## src/rtl/pc_seq_r32i_if.sv

```systemverilog
// Control bundle between the instruction decoder/datapath and the PC sequencer.
interface pc_seq_r32i_if #(
  parameter int unsigned dataW = 32
);

  // Decoder / memory side towards the sequencer
  logic             MemReady;
  logic             Stall;
  logic             Halt;
  logic             IsBranch;
  logic             IsJump;
  logic             RegWriteReq;
  logic [2:0]       PCBranchType;
  logic             EQ;
  logic             NE;
  logic             LT;
  logic             LTU;
  logic             GE;
  logic             GEU;

  // Sequencer strobes and status
  logic             MemReq;
  logic             IRLoad;
  logic             PCAdvance;
  logic             BranchControl;
  logic             RegWrite;
  logic             BranchFault;
  logic             Halted;
  logic [dataW-1:0] Retired;

  modport master (
    output MemReady, Stall, Halt, IsBranch, IsJump, RegWriteReq, PCBranchType,
    output EQ, NE, LT, LTU, GE, GEU,
    input  MemReq, IRLoad, PCAdvance, BranchControl, RegWrite, BranchFault,
    input  Halted, Retired
  );

  modport slave (
    input  MemReady, Stall, Halt, IsBranch, IsJump, RegWriteReq, PCBranchType,
    input  EQ, NE, LT, LTU, GE, GEU,
    output MemReq, IRLoad, PCAdvance, BranchControl, RegWrite, BranchFault,
    output Halted, Retired
  );

endinterface

```

## src/rtl/pc_seq_r32i.sv

```systemverilog
// Multi-cycle RV32I instruction sequencer: FETCH -> DECODE -> EXECUTE with
// stall, branch-condition selection, halt and a retired-instruction counter.
module pc_seq_r32i #(
  parameter int unsigned dataW = 32
) (
  input  logic           clock,
  input  logic           reset,
  pc_seq_r32i_if.slave   bus
);

  typedef enum logic [1:0] {
    FETCH   = 2'd0,
    DECODE  = 2'd1,
    EXECUTE = 2'd2,
    HALTED  = 2'd3
  } state_e;

  state_e           state_q;
  state_e           state_d;
  logic [dataW-1:0] retired_q;
  logic [dataW-1:0] retired_d;

  logic flag_sel;
  logic type_valid;
  logic advance;

  // Branch condition picked by funct3; 010/011 are not branch encodings
  always_comb begin
    flag_sel   = 1'b0;
    type_valid = 1'b1;
    case (bus.PCBranchType)
      3'b000:  flag_sel = bus.EQ;
      3'b001:  flag_sel = bus.NE;
      3'b100:  flag_sel = bus.LT;
      3'b101:  flag_sel = bus.GE;
      3'b110:  flag_sel = bus.LTU;
      3'b111:  flag_sel = bus.GEU;
      default: type_valid = 1'b0;
    endcase
  end

  // An instruction completes on the first non-stalled EXECUTE cycle
  assign advance = (state_q == EXECUTE) && !bus.Stall;

  // Next state and retire count
  always_comb begin
    state_d   = state_q;
    retired_d = retired_q;
    case (state_q)
      FETCH:   if (bus.MemReady) state_d = DECODE;
      DECODE:  state_d = bus.Halt ? HALTED : EXECUTE;
      EXECUTE: begin
        if (advance) begin
          state_d   = FETCH;
          retired_d = retired_q + dataW'(1);
        end
      end
      HALTED:  state_d = HALTED;
      default: state_d = FETCH;
    endcase
  end

  // State and counter registers; reset abandons any in-flight instruction
  always_ff @(posedge clock or negedge reset) begin
    if (!reset) begin
      state_q   <= FETCH;
      retired_q <= '0;
    end else begin
      state_q   <= state_d;
      retired_q <= retired_d;
    end
  end

  // MemReq is gated by reset so nothing is requested while reset is held
  assign bus.MemReq        = (state_q == FETCH) && reset;
  assign bus.IRLoad        = (state_q == FETCH) && bus.MemReady && reset;
  assign bus.PCAdvance     = advance;
  assign bus.RegWrite      = advance && bus.RegWriteReq;
  assign bus.BranchControl = advance && (bus.IsJump || (bus.IsBranch && flag_sel));
  assign bus.BranchFault   = advance && bus.IsBranch && !bus.IsJump && !type_valid;
  assign bus.Halted        = (state_q == HALTED);
  assign bus.Retired       = retired_q;

endmodule

```

## src/flat_wrapper.sv

```systemverilog
// flat-port wrapper written by rule: the top's interface ports become plain ports
module pc_seq_r32i_flat 
#(
  parameter int unsigned dataW = 32
)
  (clock, reset, bus_MemReady, bus_Stall, bus_Halt, bus_IsBranch, bus_IsJump, bus_RegWriteReq, bus_PCBranchType, bus_EQ, bus_NE, bus_LT, bus_LTU, bus_GE, bus_GEU, bus_MemReq, bus_IRLoad, bus_PCAdvance, bus_BranchControl, bus_RegWrite, bus_BranchFault, bus_Halted, bus_Retired);
  pc_seq_r32i_if #(.dataW(dataW)) bus_i ();
  input  logic clock;
  input  logic reset;
  input wire logic [$bits(bus_i.MemReady)-1:0] bus_MemReady;
  input wire logic [$bits(bus_i.Stall)-1:0] bus_Stall;
  input wire logic [$bits(bus_i.Halt)-1:0] bus_Halt;
  input wire logic [$bits(bus_i.IsBranch)-1:0] bus_IsBranch;
  input wire logic [$bits(bus_i.IsJump)-1:0] bus_IsJump;
  input wire logic [$bits(bus_i.RegWriteReq)-1:0] bus_RegWriteReq;
  input wire logic [$bits(bus_i.PCBranchType)-1:0] bus_PCBranchType;
  input wire logic [$bits(bus_i.EQ)-1:0] bus_EQ;
  input wire logic [$bits(bus_i.NE)-1:0] bus_NE;
  input wire logic [$bits(bus_i.LT)-1:0] bus_LT;
  input wire logic [$bits(bus_i.LTU)-1:0] bus_LTU;
  input wire logic [$bits(bus_i.GE)-1:0] bus_GE;
  input wire logic [$bits(bus_i.GEU)-1:0] bus_GEU;
  output wire logic [$bits(bus_i.MemReq)-1:0] bus_MemReq;
  output wire logic [$bits(bus_i.IRLoad)-1:0] bus_IRLoad;
  output wire logic [$bits(bus_i.PCAdvance)-1:0] bus_PCAdvance;
  output wire logic [$bits(bus_i.BranchControl)-1:0] bus_BranchControl;
  output wire logic [$bits(bus_i.RegWrite)-1:0] bus_RegWrite;
  output wire logic [$bits(bus_i.BranchFault)-1:0] bus_BranchFault;
  output wire logic [$bits(bus_i.Halted)-1:0] bus_Halted;
  output wire logic [$bits(bus_i.Retired)-1:0] bus_Retired;
  assign bus_i.MemReady = bus_MemReady;
  assign bus_i.Stall = bus_Stall;
  assign bus_i.Halt = bus_Halt;
  assign bus_i.IsBranch = bus_IsBranch;
  assign bus_i.IsJump = bus_IsJump;
  assign bus_i.RegWriteReq = bus_RegWriteReq;
  assign bus_i.PCBranchType = bus_PCBranchType;
  assign bus_i.EQ = bus_EQ;
  assign bus_i.NE = bus_NE;
  assign bus_i.LT = bus_LT;
  assign bus_i.LTU = bus_LTU;
  assign bus_i.GE = bus_GE;
  assign bus_i.GEU = bus_GEU;
  assign bus_MemReq = bus_i.MemReq;
  assign bus_IRLoad = bus_i.IRLoad;
  assign bus_PCAdvance = bus_i.PCAdvance;
  assign bus_BranchControl = bus_i.BranchControl;
  assign bus_RegWrite = bus_i.RegWrite;
  assign bus_BranchFault = bus_i.BranchFault;
  assign bus_Halted = bus_i.Halted;
  assign bus_Retired = bus_i.Retired;
  pc_seq_r32i #(.dataW(dataW)) u_core (.clock(clock), .reset(reset), .bus(bus_i));
endmodule
```

## config.mk

```make
export PLATFORM = sky130hd
export DESIGN_NAME = pc_seq_r32i_flat
export DESIGN_NICKNAME = d
export VERILOG_FILES = /design/src/rtl/pc_seq_r32i_if.sv /design/src/rtl/pc_seq_r32i.sv /design/src/flat_wrapper.sv
export SDC_FILE = /design/constraint.sdc
export NUM_CORES = 1
export LEC_CHECK = 0
export CORE_MARGIN = 5
export CORE_UTILIZATION = 35
export DETAILED_ROUTE_END_ITERATION = 7
export HOLD_SLACK_MARGIN = 0.08
export PLACE_DENSITY = 0.66
export REMOVE_ABC_BUFFERS = 1
export SYNTH_ARGS = -nofsm -noshare
export SYNTH_HDL_FRONTEND = slang
export SYNTH_SLANG_ARGS = --single-unit
```

## constraint.sdc

```tcl
create_clock -name clock -period 1.8 [get_ports clock]
set_clock_uncertainty 0.1 [all_clocks]
set_input_delay 0.18 -clock clock [delete_from_list [all_inputs] [get_ports clock]]
set_output_delay 0.18 -clock clock [all_outputs]
set_load 0.02 [all_outputs]
```

Word level (Yosys, flattened, before mapping)
Cells that the tools add are included.
{ "word_totals": {"register_bits": 34, "in_bits": 17, "out_inout_bits": 39} }
{ "op_classes": {"addsub": 1, "n_eq_ne": 10, "muxes": 6, "reduce_logical": 19} }
{ "op_table": {"columns": ["cell", "n"], "rows": [
  ["32-bit by 1-bit adder with 32-bit output, second input constant", 1],
  ["3-bit equality test, second input constant", 4],
  ["1-bit logical AND", 10],
  ["2-bit one-hot mux with 4 select lines", 1],
  ["1-bit one-hot mux with 6 select lines", 1],
  ["6-bit OR reduction", 1],
  ["2-bit equality test, second input constant", 2],
  ["2-bit two-way mux", 2],
  ["2-bit AND reduction", 2],
  ["3-bit by 1-bit equality test with 1-bit output, second input constant", 1],
  ["1-bit zero test", 3],
  ["3-bit zero test", 1],
  ["2-bit by 1-bit equality test with 1-bit output, second input constant", 1],
  ["2-bit zero test", 1],
  ["1-bit two-way mux", 2],
  ["2-bit by 1-bit != test with 1-bit output, second input constant", 1],
  ["2-bit != test, second input constant", 1],
  ["1-bit logical OR", 1]
]} }

Logic depth before layout (Yosys ltp)
{ "depth": {"word_depth": 5, "depth_mapped": 6, "mapped_depth_nobuf": 5} }

Worst setup path after synthesis
Ideal clock, no wire load.
{ "synth_path": {"path_kind": "register to register", "startpoint": "reg u_core.state_q[0]", "endpoint": "reg u_core.retired_q[29], in the netlist u_core.bus.Retired[29]", "setup_time_ns": 0.130, "t_arrival_ns": 1.529, "t_required_ns": 1.570, "setup_slack_ns": 0.041, "path_stages_with_launch": 6, "path_buffers": 1, "synth_period_minus_slack_ns": 1.759, "path_cell_list": "dfrtp_1 > or3b_1 > buf_6 > nor4_4 > nand4_1 > xnor2_1"} }
{ "synth_via": {"elab_chain_len": 3} }
{ "synth_rtl": {"columns": ["item", "line_no", "rtl"], "rows": [
  ["start: declaration", "pc_seq_r32i.sv:18", "state_e state_q;"],
  ["start signal: assignment", "pc_seq_r32i.sv:69", "state_q <= state_d;"],
  ["2-bit equality test *", "pc_seq_r32i.sv:43, pc_seq_r32i.sv:49", null],
  ["1-bit logical AND", "pc_seq_r32i.sv:43", "assign advance = (state_q == EXECUTE) && !bus.Stall;"],
  ["2-bit AND reduction (no line) *", null, null],
  ["end signal: assignment", "pc_seq_r32i.sv:70", "retired_q <= retired_d;"],
  ["end: declaration", "pc_seq_r32i.sv:20", "logic [dataW-1:0] retired_q;"]
]} }
Every way passes the cells marked *; elsewhere a longest branch is shown, timed or not.
A chain may end at the register's enable or synchronous reset.

Final worst setup path
{ "layout_path": {"startpoint": "reg u_core.state_q[0]", "endpoint": "reg u_core.retired_q[20], in the netlist u_core.bus.Retired[20]"} }
The elaborated chain is that of the path after synthesis.

==> impl_metrics.py <==
metrics = {
    "outcome": {
        "status": "completed",
    },
    "logic_synthesis": {
        "synth_top_cell_by_area": "dfrtp_1",
        "ys_ff_latch": 34,
        "ys_types": 30,
        "synth_ff_type": "dfrtp_1",
        "yosys_warnings": 0,
        "yosysMostFrequentCell": "dfrtp_1",
        "syn_avg_cell_area_sq_um": 11.2,
        "synth_common_cells": "dfrtp_1, xnor2_1, nand4_1",
        "ys_async_sr_fraction_pct": 100,
        "synth_edf_count": 0,
        "syn_area_sq_um": 1690,
        "yosysSeqAreaShare_pct": 50.3,
        "yosys-top-cells-area": "dfrtp_1, xnor2_1, nand4_1, nand2_1, nor4_4",
        "postSynthCellCount": 151,
        "yosysTopAreaCellShare_pct": 50.3,
    },
    "sta": {
        "hold_viol_final": 0,
        "final-setup-viol-count": 0,
        "post-route-min-period_ps": 1760,
        "rsz0062_at_grt": "yes",
        "maxSlewViolCount": 0,
        "tightest_slew_ps": 433,
        "hold-worst-slack_ps": 281,
        "slew_headroom_pct": 71.2,
        "period_share_pct": 97.9,
        "fmax_ghz": 0.568,
        "fin_tns_setup_ps": 0,
    },
    "route": {
        "drt-initial-drc-count": 61,
        "met2_length_um": 1840,
        "drt_pass1_iterations": 4,
        "drt-met1-wl_um": 1600,
        "ant_nets": 0,
        "top_layer_used": "met4",
        "vias": 1417,
        "route.met3.wl_um": 353,
        "drc": 0,
        "wl_per_cell_um": 13.0,
        "drt-total-wl_um": 3850,
        "via_per_inst": 4.79,
    },
    "clock_tree": {
        "cts-hold-fix-buffers": 0,
        "clk_pin_slew_ps": 70,
        "clk_path_buf_depth": 2,
        "cts_tree": "done",
        "cts_root_buf": "clkbuf_8",
        "tritoncts.num_buffers": 5,
        "cts_htree_levels": 2,
        "clock-sinks": 34,
        "clock_latency_ps": 290,
    },
    "layout": {
        "final_nets": 246,
        "final_cell_area_sq_um": 2590,
        "area.growth.synth_to_final_pct": 53.1,
        "num_antenna_cells": 0,
        "drive_gt1_share_pct": 21.8,
        "fin_util_pct": 54.9,
    },
    "grt": {
        "grt_pass1_vias": 1408,
        "grt_use_total_pct": 13.3,
        "grt_max_degree": 35,
        "antenna_found_initial": 0,
        "grt.overflow.total": 0,
        "grt_pass1_wl_um": 6460,
    },
    "floorplan": {
        "initial_utilization_pct": 35.8,
        "die_y_um": 79.5,
        "fp.dieW_um": 79.5,
        "pin_count": 56,
        "core-area_sq_um": 4720,
        "dieArea_sq_um": 6330,
        "rows": 25,
    },
    "critical_path": {
        "crit_chain": "or3b_4, buf_8, buf_6, nor2_4, buf_6, nand4_1, xnor2_1",
        "crit_top_cell": "buf_6",
        "required_ps": 1870,
        "cp_data_arrival_time_ps": 1830,
        "crit_path_end_kind": "flip-flop",
        "slowest_stage": "or3b_4",
        "cpPeakStageDelay_ps": 410,
        "crit-reg2reg-launch": "u_core.state_q[0]",
        "cpLargestDelayFamily": "simple AND/OR/NAND/NOR gates",
        "path_max_fanout": 6,
        "crit_buf_inv": 3,
        "worstSetupStartpointType": "flip-flop",
        "critical_path_class": "reg2reg",
        "crit_start": "u_core.state_q[0]",
    },
    "placed_design": {
        "numPortBuffers": 55,
        "gp_congestion": 0.705,
        "detailed_place_hpwl_um": 2820,
        "placed_area_sq_um": 2400,
    },
    "power_and_ir_drop": {
        "ir_worst_vdd_mv": 0.526,
        "powerDensity_nw_per_um2": 847,
        "p_leak_nw": 1.17,
        "total_power_mw": 2.20,
    },
    "min_path": {
        "hold_class": "in2async",
    },
    "flow_run": {
        "drv_cap": 0,
    },
}
## worst register-to-register path: stages, from the launching register on
cell and delay, ps:
dfrtp_1 380, or3b_4 410, buf_8 160, buf_6 120
nor2_4 100, buf_6 130, nand4_1 120, xnor2_1 150
## final timing paths
kind / to / slack, ps / depth (start not counted)
max: u_core.bus.Retired[20] / 40 / 7
min: u_core.bus.Retired[25] / 280 / 2
max reg2reg: u_core.bus.Retired[20] / 40 / 7
min reg2reg: u_core.bus.Retired[31] / 370 / 1
max in group asynchronous: u_core.bus.Retired[1] / 1000 / 2
min in group clock: u_core.state_q[0] / 350 / 3
## routing by layer
metal / vias up / track usage [%]
met4: 0 / 5.15
met3: 6 / 5.87
li1: 689 / -
met1: 674 / 15.3
met5: - / 0
met2: 48 / 21.6
## power by group
| part | internal [mW] | switching (mW) |
|---|---|---|
| Combinational | 0.355 | 0.328 |
| Clock | 0.309 | 0.277 |
| Sequential | 0.840 | 0.0862 |
| Total | 1.50 | 0.691 |
## final cells by class
cell class	count	area, sq um
clock inverter	1	5.00
sequential	34	851
clock buffer	7	86.3
inverter	3	11.3
tap	67	83.8
timing repair buffer	73	703
multi-input combinational	111	851
fill	427	2130
## registers in the layout, summed over array words and instances (netlist names)
register,cells
u_core.bus.Retired,32
u_core.state_q,2
## cell usage in the layout, fill, tap and decap left out, drive strengths merged
cell type      instances
nor3                   5
mux4                   1
and2                   4
and4                   2
and3                   5
clkdlybuf4s50         42
or2                    1
o21ai                  1
a21oi                  1
xor2                   3
clkdlybuf4s15          2
or4bb                  1
clkinv                 1
a22o                   1
dfrtp                 34
nor4                   3
inv                    3
nand4                 18
xnor2                 28
nand2                 16
nand3                  7
a21o                   1
dlymetal6s2s           5
nor2                  10
mux2                   1
dlygate4sd2            1
or3b                   1
clkbuf                 9
ha                     1
buf                   21
## metrics by stage
stage / instances / setup slack [ps]
finish: 296 / 38.2
detailed placement: 283 / -637
floorplan: 148 / -120
global placement: 283 / -620
CTS: 294 / -79.7
global route: 296 / -38.0
## logic make-up (layout without fill, tap and decap cells)
logic type | after synthesis | count (layout) | share of synthesized area [%]
compound gates | 4 | 4 | 1.63
xor+xnor | 31 | 31 | 16.0
fa+ha+maj | 1 | 1 | 0.739
buf+inv | 6 | 84 | 2.22
flops | 34 | 34 | 50.3
mux | 2 | 2 | 2.00
simple gates | 73 | 73 | 27.1
## timing repair
| action | in CTS | in global routing |
|---|---|---|
| endpoints found under the setup margin | 30 | 24 |
| endpoints found under the hold margin | 0 | 0 |
| pin swaps | 6 | 10 |
| cloned | 1 | 0 |
| resized for setup | 29 | 21 |
| setup buffers | 2 | 2 |
Power figures use the tool's default switching activity.
